<file path="src/rtl/writeback_ctrl.sv">
// Write-back sequencer: memory read/write handshake, PC stall, and a one-cycle register-file write strobe.
// Optional memory-timeout abort with sticky ERROR is enabled by defining WRITEBACK_CTRL_TIMEOUT_EN.
module writeback_ctrl #(
    parameter int REG_AW  = 3,
    parameter int TIMEOUT = 255
) (
    input  logic              CLK,
    input  logic              RESET,
    input  logic              ISSUE,
    input  logic              IS_LOAD,
    input  logic              IS_STORE,
    input  logic              WB_EN,
    input  logic [REG_AW-1:0] DEST_ADDR,
    input  logic              MEM_BUSYWAIT,
    output logic              MEM_READ,
    output logic              MEM_WRITE,
    output logic              SEL_MUX_WRITE,
    output logic              REG_WRITEENABLE,
    output logic [REG_AW-1:0] REG_WRITEADDR,
    output logic              STALL,
    output logic              ERROR
);

    typedef enum logic [1:0] {
        IDLE,
        MEM_WAIT,
        WRITEBACK
    } state_t;

    state_t            state_q, state_d;
    logic              mem_read_q, mem_read_d;
    logic              mem_write_q, mem_write_d;
    logic              sel_q, sel_d;
    logic              we_q, we_d;
    logic [REG_AW-1:0] waddr_q, waddr_d;
    logic [REG_AW-1:0] dest_q, dest_d;
    logic              is_load_q, is_load_d;

`ifdef WRITEBACK_CTRL_TIMEOUT_EN
    localparam int CW = ($clog2(TIMEOUT + 1) > 8) ? $clog2(TIMEOUT + 1) : 8;

    logic [CW-1:0] cnt_q, cnt_d;
    logic          err_q, err_d;
`else
    // TIMEOUT is consumed only by the timeout build; referenced here so both builds share one parameter set
    if (TIMEOUT < 1) begin : g_timeout_unused
    end
`endif

    always_comb begin
        state_d     = state_q;
        mem_read_d  = mem_read_q;
        mem_write_d = mem_write_q;
        sel_d       = sel_q;
        we_d        = 1'b0;
        waddr_d     = waddr_q;
        dest_d      = dest_q;
        is_load_d   = is_load_q;
`ifdef WRITEBACK_CTRL_TIMEOUT_EN
        cnt_d       = cnt_q;
        err_d       = err_q;
`endif
        case (state_q)
            // The write-back cycle accepts a new instruction exactly like IDLE does
            IDLE, WRITEBACK: begin
                state_d = IDLE;
                if (ISSUE) begin
                    if (IS_LOAD) begin
                        dest_d     = DEST_ADDR;
                        is_load_d  = 1'b1;
                        mem_read_d = 1'b1;
                        state_d    = MEM_WAIT;
`ifdef WRITEBACK_CTRL_TIMEOUT_EN
                        cnt_d      = '0;
`endif
                    end else if (IS_STORE) begin
                        is_load_d   = 1'b0;
                        mem_write_d = 1'b1;
                        state_d     = MEM_WAIT;
`ifdef WRITEBACK_CTRL_TIMEOUT_EN
                        cnt_d       = '0;
`endif
                    end else if (WB_EN) begin
                        waddr_d = DEST_ADDR;
                        sel_d   = 1'b1;
                        we_d    = 1'b1;
                        state_d = WRITEBACK;
                    end
                end
            end
            MEM_WAIT: begin
                if (!MEM_BUSYWAIT) begin
                    mem_read_d  = 1'b0;
                    mem_write_d = 1'b0;
                    if (is_load_q) begin
                        sel_d   = 1'b0;
                        we_d    = 1'b1;
                        waddr_d = dest_q;
                        state_d = WRITEBACK;
                    end else begin
                        state_d = IDLE;
                    end
                end
`ifdef WRITEBACK_CTRL_TIMEOUT_EN
                else if (cnt_q == CW'(TIMEOUT - 1)) begin
                    mem_read_d  = 1'b0;
                    mem_write_d = 1'b0;
                    err_d       = 1'b1;
                    state_d     = IDLE;
                end else begin
                    cnt_d = cnt_q + CW'(1);
                end
`endif
            end
            default: state_d = IDLE;
        endcase
    end

    always_ff @(posedge CLK or negedge RESET) begin
        if (!RESET) begin
            state_q     <= IDLE;
            mem_read_q  <= 1'b0;
            mem_write_q <= 1'b0;
            sel_q       <= 1'b0;
            we_q        <= 1'b0;
            waddr_q     <= '0;
            dest_q      <= '0;
            is_load_q   <= 1'b0;
`ifdef WRITEBACK_CTRL_TIMEOUT_EN
            cnt_q       <= '0;
            err_q       <= 1'b0;
`endif
        end else begin
            state_q     <= state_d;
            mem_read_q  <= mem_read_d;
            mem_write_q <= mem_write_d;
            sel_q       <= sel_d;
            we_q        <= we_d;
            waddr_q     <= waddr_d;
            dest_q      <= dest_d;
            is_load_q   <= is_load_d;
`ifdef WRITEBACK_CTRL_TIMEOUT_EN
            cnt_q       <= cnt_d;
            err_q       <= err_d;
`endif
        end
    end

    assign MEM_READ        = mem_read_q;
    assign MEM_WRITE       = mem_write_q;
    assign SEL_MUX_WRITE   = sel_q;
    assign REG_WRITEENABLE = we_q;
    assign REG_WRITEADDR   = waddr_q;
    assign STALL           = (state_q == MEM_WAIT);
`ifdef WRITEBACK_CTRL_TIMEOUT_EN
    assign ERROR           = err_q;
`else
    assign ERROR           = 1'b0;
`endif

endmodule
</file>
<file path="config.mk">
export PLATFORM = sky130hd
export DESIGN_NAME = writeback_ctrl
export DESIGN_NICKNAME = d
export VERILOG_FILES = /design/src/rtl/writeback_ctrl.sv
export SDC_FILE = /design/constraint.sdc
export NUM_CORES = 1
export LEC_CHECK = 0
export ABC_AREA = 1
export CORE_UTILIZATION = 40
export CTS_BUF_LIST = sky130_fd_sc_hd__clkbuf_4
export CTS_CLUSTER_SIZE = 16
export DETAILED_ROUTE_END_ITERATION = 10
export GPL_TIMING_DRIVEN = 0
export PLACE_DENSITY_LB_ADDON = 0.3
export SKIP_CTS_REPAIR_TIMING = 1
export SLEW_MARGIN = 20
export SYNTH_ARGS = -nofsm -noshare
export SYNTH_HDL_FRONTEND = slang
export SYNTH_SLANG_ARGS = --single-unit
export TNS_END_PERCENT = 100
</file>
<file path="constraint.sdc">
create_clock -name CLK -period 1.9 [get_ports CLK]
set_input_delay 0.38 -clock CLK [delete_from_list [all_inputs] [get_ports CLK]]
set_output_delay 0.38 -clock CLK [all_outputs]
set_load 0.01 [all_outputs]
</file>
==> results of run 1 <==
[kinds of logic after synthesis]
group,after synthesis,synth area share
AO/OA/AOI/OAI,7,0.0610
buffers and inverters,10,0.0719
flip-flops,13,0.566
other,1,0.00653
AND/OR/NAND/NOR,37,0.294
[power groups by stage]
stage                     clock network [mW]  registers [mW]  logic, mW
after CTS                              0.188           0.394      0.315
after detailed placement                   0           0.399      0.314
after global placement                     0           0.397      0.305
after floorplan                            0           0.424      0.118
final                                  0.184           0.395      0.317
after global routing                   0.198           0.404      0.349
[Yosys cell counts]
library cell  count  area (sq um)
a21oi_1           3          15.0
nand2_2           2          12.5
nand4_1           1          6.26
inv_1             8          30.0
nor2_1            5          18.8
buf_4             1          7.51
dfrtp_1          13           325
nand3_2           1          10.0
nand3_1           5          25.0
nor2_2            1          6.26
nand2_1          21          78.8
conb_1            1          3.75
inv_2             1          3.75
nand2_4           1          11.3
o21ai_0           4          20.0
[per-layer routing]
| layer | track usage | up-vias | part of all wire | wire length [microns] |
|---|---|---|---|---|
| met5 | 0 | - | 0 | 0 |
| met4 | 0.0948 | 0 | 0.011 | 12 |
| met3 | 0.0511 | 4 | 0.044 | 49 |
| met2 | 0.262 | 20 | 0.50 | 556 |
| met1 | 0.170 | 205 | 0.45 | 500 |
| li1 | - | 252 | - | - |
[area by class of cell]
class                   count  share of cell area
plain buffers               1             0.00938
clock buffers               4              0.0375
repair buffers             17               0.212
multi-input cells          45               0.266
well taps                  15              0.0234
flip-flops and latches     13               0.406
inverters                   9              0.0453
[worst max-delay path, stage by stage, from the launching register on]
cell and delay [ns]:
dfrtp_1 0.36, inv_1 0.09, nand2_4 0.09, inv_4 0.09, clkdlybuf4s50_1 0.53
[registers in the layout (all words and copies together), names as in the netlist]
| name | flops |
|---|---|
| MEM_WRITE | 1 |
| dest_q | 3 |
| SEL_MUX_WRITE | 1 |
| REG_WRITEENABLE | 1 |
| state_q | 2 |
| MEM_READ | 1 |
| is_load_q | 1 |
| REG_WRITEADDR | 3 |
[how the worst max path moves through the flow]
stage	start	endpoint	slack [ns]	cells past startpoint
global placement	state_q[1]	STALL	0.35	4
CTS	state_q[0]	STALL	0.03	3
global route	state_q[1]	STALL	0.006	4
floorplan	state_q[0]	STALL	0.93	2
finish	state_q[1]	STALL	0.08	4
detailed placement	state_q[0]	STALL	0.33	3
[per-stage QoR]
step	util	worst slack, ns	cells
floorplan	-	0.926	68
global placement	0.579	0.347	100
detailed placement	0.579	0.334	100
CTS	0.602	0.0265	104
global route	0.608	0.00583	104
finish	0.608	0.0771	104
==> results.txt, run 1 <==
- The worst setup path is of the register to output port kind.
* Data required time at the worst endpoint: 1.52 ns
- Adding up every negative setup slack in the final design gives 0 ns.
* Switching share of power: 0.309
* Diode count: 0
* Final Max Slew Viols: 0
* R2R Setup Slk: 0.79 ns
* Die area: 1590 sq um
* Core area: 1320 sq um
- Clock-pin slew reported for the worst setup and hold paths after clock tree synthesis: 0.08 ns
- The share of the Yosys chip area taken by registers is 0.566.
- The clock passes through at most 2 buffers.
* Area used by sequential logic in the layout: 325 sq um
- Maximum number of pins on one net before global-route repair: 14
- Count of max-cap constraint violations: 0
- Total power per unit cell area: 1120 nW/um^2
- Total length of routed wires: 1.12 mm
- Placement row count: 13
- The top cell types in the final layout, fill and taps aside, are nand2_1, clkdlybuf4s50_1, dfrtp_1.
- TritonCTS built the clock tree.
- Clk Tree Root Cell: clkbuf_4
- For this block, the initial DRC count from the detailed router was 10.
* Standby leakage power: 0.421 nW
- Die height: 39.9 microns
- Maximum achievable frequency: 549 MHz
* Combinational cell fraction of total power: 0.354
- Count of input and output buffers: 17
- For the pin with the worst max-slew slack, the measured transition is 0.577 ns.
- Final estimated routing congestion in global placement: 0.747
* Most common library cell in the layout ignoring fill and taps: nand2_1
- After global routing the overflow that remains totals 0.
- Post-Syn Area: 574 sq um
- CTS Buf Count: 3
* Average vias per placed instance: 4.63
* Largest fanout of any net on the critical path: 8
- The share of total power dissipated in sequential elements is 0.441.
- After the last flow step, the layout net total stands at 100.
* Post-route clock period utilization: 0.959
- Average cell area after synthesis: 8.45 sq um
- The worst register-to-register path has a depth of 4.
* Net load switching power: 277 uW
- Hold Path Class: input pin to async pin
* Floorplan die width: 39.9 microns
* Worst path arrival time: 1.44 ns
* Total routing resource utilization after global routing: 0.158
- The worst pin sits at a relative slew slack of 0.614.
* Setup Viol. Count Final: 0
- In this run the number of H-tree levels came out at 1.
- Synthesized netlist cell count: 68
- Setup repair after global routing missed its margin: no
- Cell variety after synth: 15
- Proportion of power drawn by the clock network: 0.205
- On the final layout, the worst hold slack is 0.469 ns.
- After filler insertion, the fill cell instance count of the layout stands at 125.
* Top-level I/O count: 19
- Total design power: 896 uW
- Post-DP Area: 763 sq um
- Area of the multi-input gates: 213 sq um
- At the later pin of the worst-skew pair, clock insertion delay measures 0.27 ns.
- The number of antenna violations at the first check in global routing was 0.
- Counting flops and latches in the post-synthesis netlist gives 13.
- Counting I/O delays and the setup requirement, the final critical path takes 1.82 ns.
* Wire length of the first global-routing pass: 1.57 mm
- Once detail routing completed, the nets flagged for antenna violations numbered 0.
* Number of hold violations in the final report: 0
- Area growth syn-to-layout: 39.4%
- For the final database, setup skew stands at 0.00135 ns.
- Initial Utilization: 0.436
- The run finished with clean final reports.
- RR Endpoint: dest_q[0]
- STA classifies the critical path endpoint as an output port.
- Share of final-layout standard cells stronger than drive strength 1: 0.124
- The worst-case IR drop observed on VDD is 471 uV.
- Syn nets: 78
* Post-layout instance area: 801 sq um
- The clock drives 13 sinks.
- Summing over every cut layer, the via total after detailed routing is 481.
- Internal power contribution: 619 uW
- DRC Markers: 0
* Number of global-route vias before repair: 423
- Routed wirelength normalized by instance count: 10.8 microns
- Yosys warning total: 0
* Startpoint of the worst-slack reg-to-reg timing path: state_q[0]
- Drt pass-1 iters: 4
* Type of origin of the critical path: register
* Detailed-placement wirelength estimate: 865 microns
Power figures use the tool's default switching activity.
==> run 2, diff against run 1 <==
CAP_MARGIN = 30   (was unset)
CELL_PAD_IN_SITES_DETAIL_PLACEMENT = 0   (was unset)
CELL_PAD_IN_SITES_GLOBAL_PLACEMENT = 1   (was unset)
CORE_UTILIZATION = 35   (was 40)
CTS_CLUSTER_SIZE = 40   (was 16)
==> run 2 against run 1 <==
Net effect:
- worst hold slack improved by 0.0025 ns
- combinational power is essentially flat
- largest power group unchanged
- largest cell class unchanged
- power fell by 1.1%
- critical endpoint is now REG_WRITEADDR[0]
- non-clock buffer count up 1
- wire length shrank 2.9%
==> results.txt, run 2 (synthesis results as in run 1) <==
- From left edge to right edge, the die measures 42.5 microns.
* Max-slew headroom at the worst pin: 0.616
* Final Max Slew Viols: 0
* Final #Nets: 101
- The number of antenna violations at the first check in global routing was 0.
- Final TNS setup: 0 ns
- Setup Viol. Count Final: 0
* Die height: 42.5 microns
* Most common library cell in the layout ignoring fill and taps: nand2_1
- TritonCTS clock tree: built
- For this design, the slowest cell found on the critical path is clkdlybuf4s50_1.
- The smallest clock period supported by the final layout is computed as 1.54 ns.
- Count of max-cap constraint violations: 0
- Worst stage delay on the critical path: 0.53 ns
- After clock tree synthesis, the clock-pin slew on the worst setup and hold paths is 0.07 ns.
- Routability-driven placement finished with a final weighted congestion of 0.725.
* Post-route clock period utilization: 0.808
- In this run the standard cell core region covers 1520 sq um.
- Diode count: 0
* Worst path arrival time: 1.16 ns
- For this design the static power due to leakage is 0.437 nW.
- The HPWL after detailed placement is 857 microns.
- The run finished with clean final reports.
- For this design the ratio of total power to cell area is 1100 nW/um^2.
- Along the worst path, the maximum fanout reaches 2.
- Total instance count after detailed placement: 101
- On the final layout, the worst hold slack is 0.471 ns.
- Iteration-0 DRC count of the detailed router: 12
- DRC Markers: 0
* List of cells traversed by the critical path: clkdlybuf4s50_1
* Maximum number of pins on one net before global-route repair: 14
* Clock Tree Buf Depth: 2
- After detailed routing, the average wire length per cell comes to 10.3 microns.
- Count of input and output buffers: 17
- In the global route stage, overall resource usage came out at 0.148.
- STA classifies the critical path startpoint as a register.
- STA puts the critical path data required time at 1.52 ns.
* Number of global-route vias before repair: 443
* Most used cells in the layout excluding fill and tap cells: nand2_1, clkdlybuf4s50_1, dfrtp_1
- In the final layout, the share of cells above drive strength 1 is 0.133.
- Wires add up to 1.09 mm.
- STA classifies the critical path endpoint as an output port.
- Compared with the post-synthesis result, the final layout area differs by 40.1%.
- Worst supply voltage drop on vdd: 520 uV
- Drt pass-1 iters: 4
* Clk Tree Root Cell: clkbuf_4
- Once layout is complete, the cells apart from fillers number 106.
- Setup repair after global routing missed its margin: no
- Number of hold violations in the final report: 0
- Average vias per placed instance: 4.51
- Placement row count: 14
- Number of routed nets with antenna violations: 0
- Initial Utilization: 0.377
- Die area: 1810 sq um
* Buffers plus inverters on the worst setup path: 1
- Worst Tran Pin Value: 0.574 ns
* CTS Buf Count: 3
* # clock sinks: 13
- Counting the fill cells in the layout gives 144.
- The detailed router placed 478 vias in this run.
* Clock tree skew after final layout: 0.00301 ns
- Maximum achievable frequency: 651 MHz
- Gate family responsible for the most delay along the worst path: buffers and inverters
* Clock latency on the worst-skew pair: 0.27 ns
- After global routing the overflow that remains totals 0.
- Worst Path Class, Setup: register to output port
- 19 I/O pins were placed.
- The min-delay analysis places its worst path in the category input pin to async pin.
* Wire length of the first global-routing pass: 1.90 mm
- In this run the number of H-tree levels came out at 1.
## run 2: worst paths after layout
check	cells after the start	slack (ns)	endpoint	start
worst max register to register	6	0.69	REG_WRITEADDR[2]	state_q[0]
worst max-delay path	1	0.36	REG_WRITEADDR[0]	REG_WRITEADDR[0]
worst min-delay path	1	0.47	dest_q[1]	RESET
worst min register to register	2	0.48	is_load_q	is_load_q
max in group asynchronous	1	1.05	MEM_WRITE	RESET
min in group CLK	2	0.48	is_load_q	is_load_q
## run 2: area by class of cell
class                      instances  area (sq um)  share of cell area
sequential                        13           325               0.404
multi-input combinational         45           208               0.258
timing repair buffer              18           180               0.224
inverter                           9          33.8              0.0420
clock buffer                       4          30.0              0.0373
tap                               16          20.0              0.0249
buffer                             1          7.51             0.00933
## run 2: routing by layer
layer / share of wire / track usage / vias up
met3: 0.047 / 0.0776 / 2
met4: 0.014 / 0.0563 / 0
met5: 0 / 0 / -
li1: - / - / 252
met2: 0.50 / 0.234 / 12
met1: 0.44 / 0.169 / 212
## run 2: metrics by stage
stage                util  setup WS [ns]  area (sq um)  total power, mW
floorplan               -          0.926           574            0.541
global placement    0.502          0.336           764            0.703
detailed placement  0.502          0.322           764            0.713
CTS                 0.521         0.0218           795            0.893
global route        0.528          0.312           805            0.951
finish              0.528          0.364           805            0.886
## run 2: power by group
group,internal (mW),switching [mW],leakage (nW)
combinational,0.168,0.147,0.258
clock,0.0956,0.0836,0.0184
sequential,0.356,0.0364,0.160
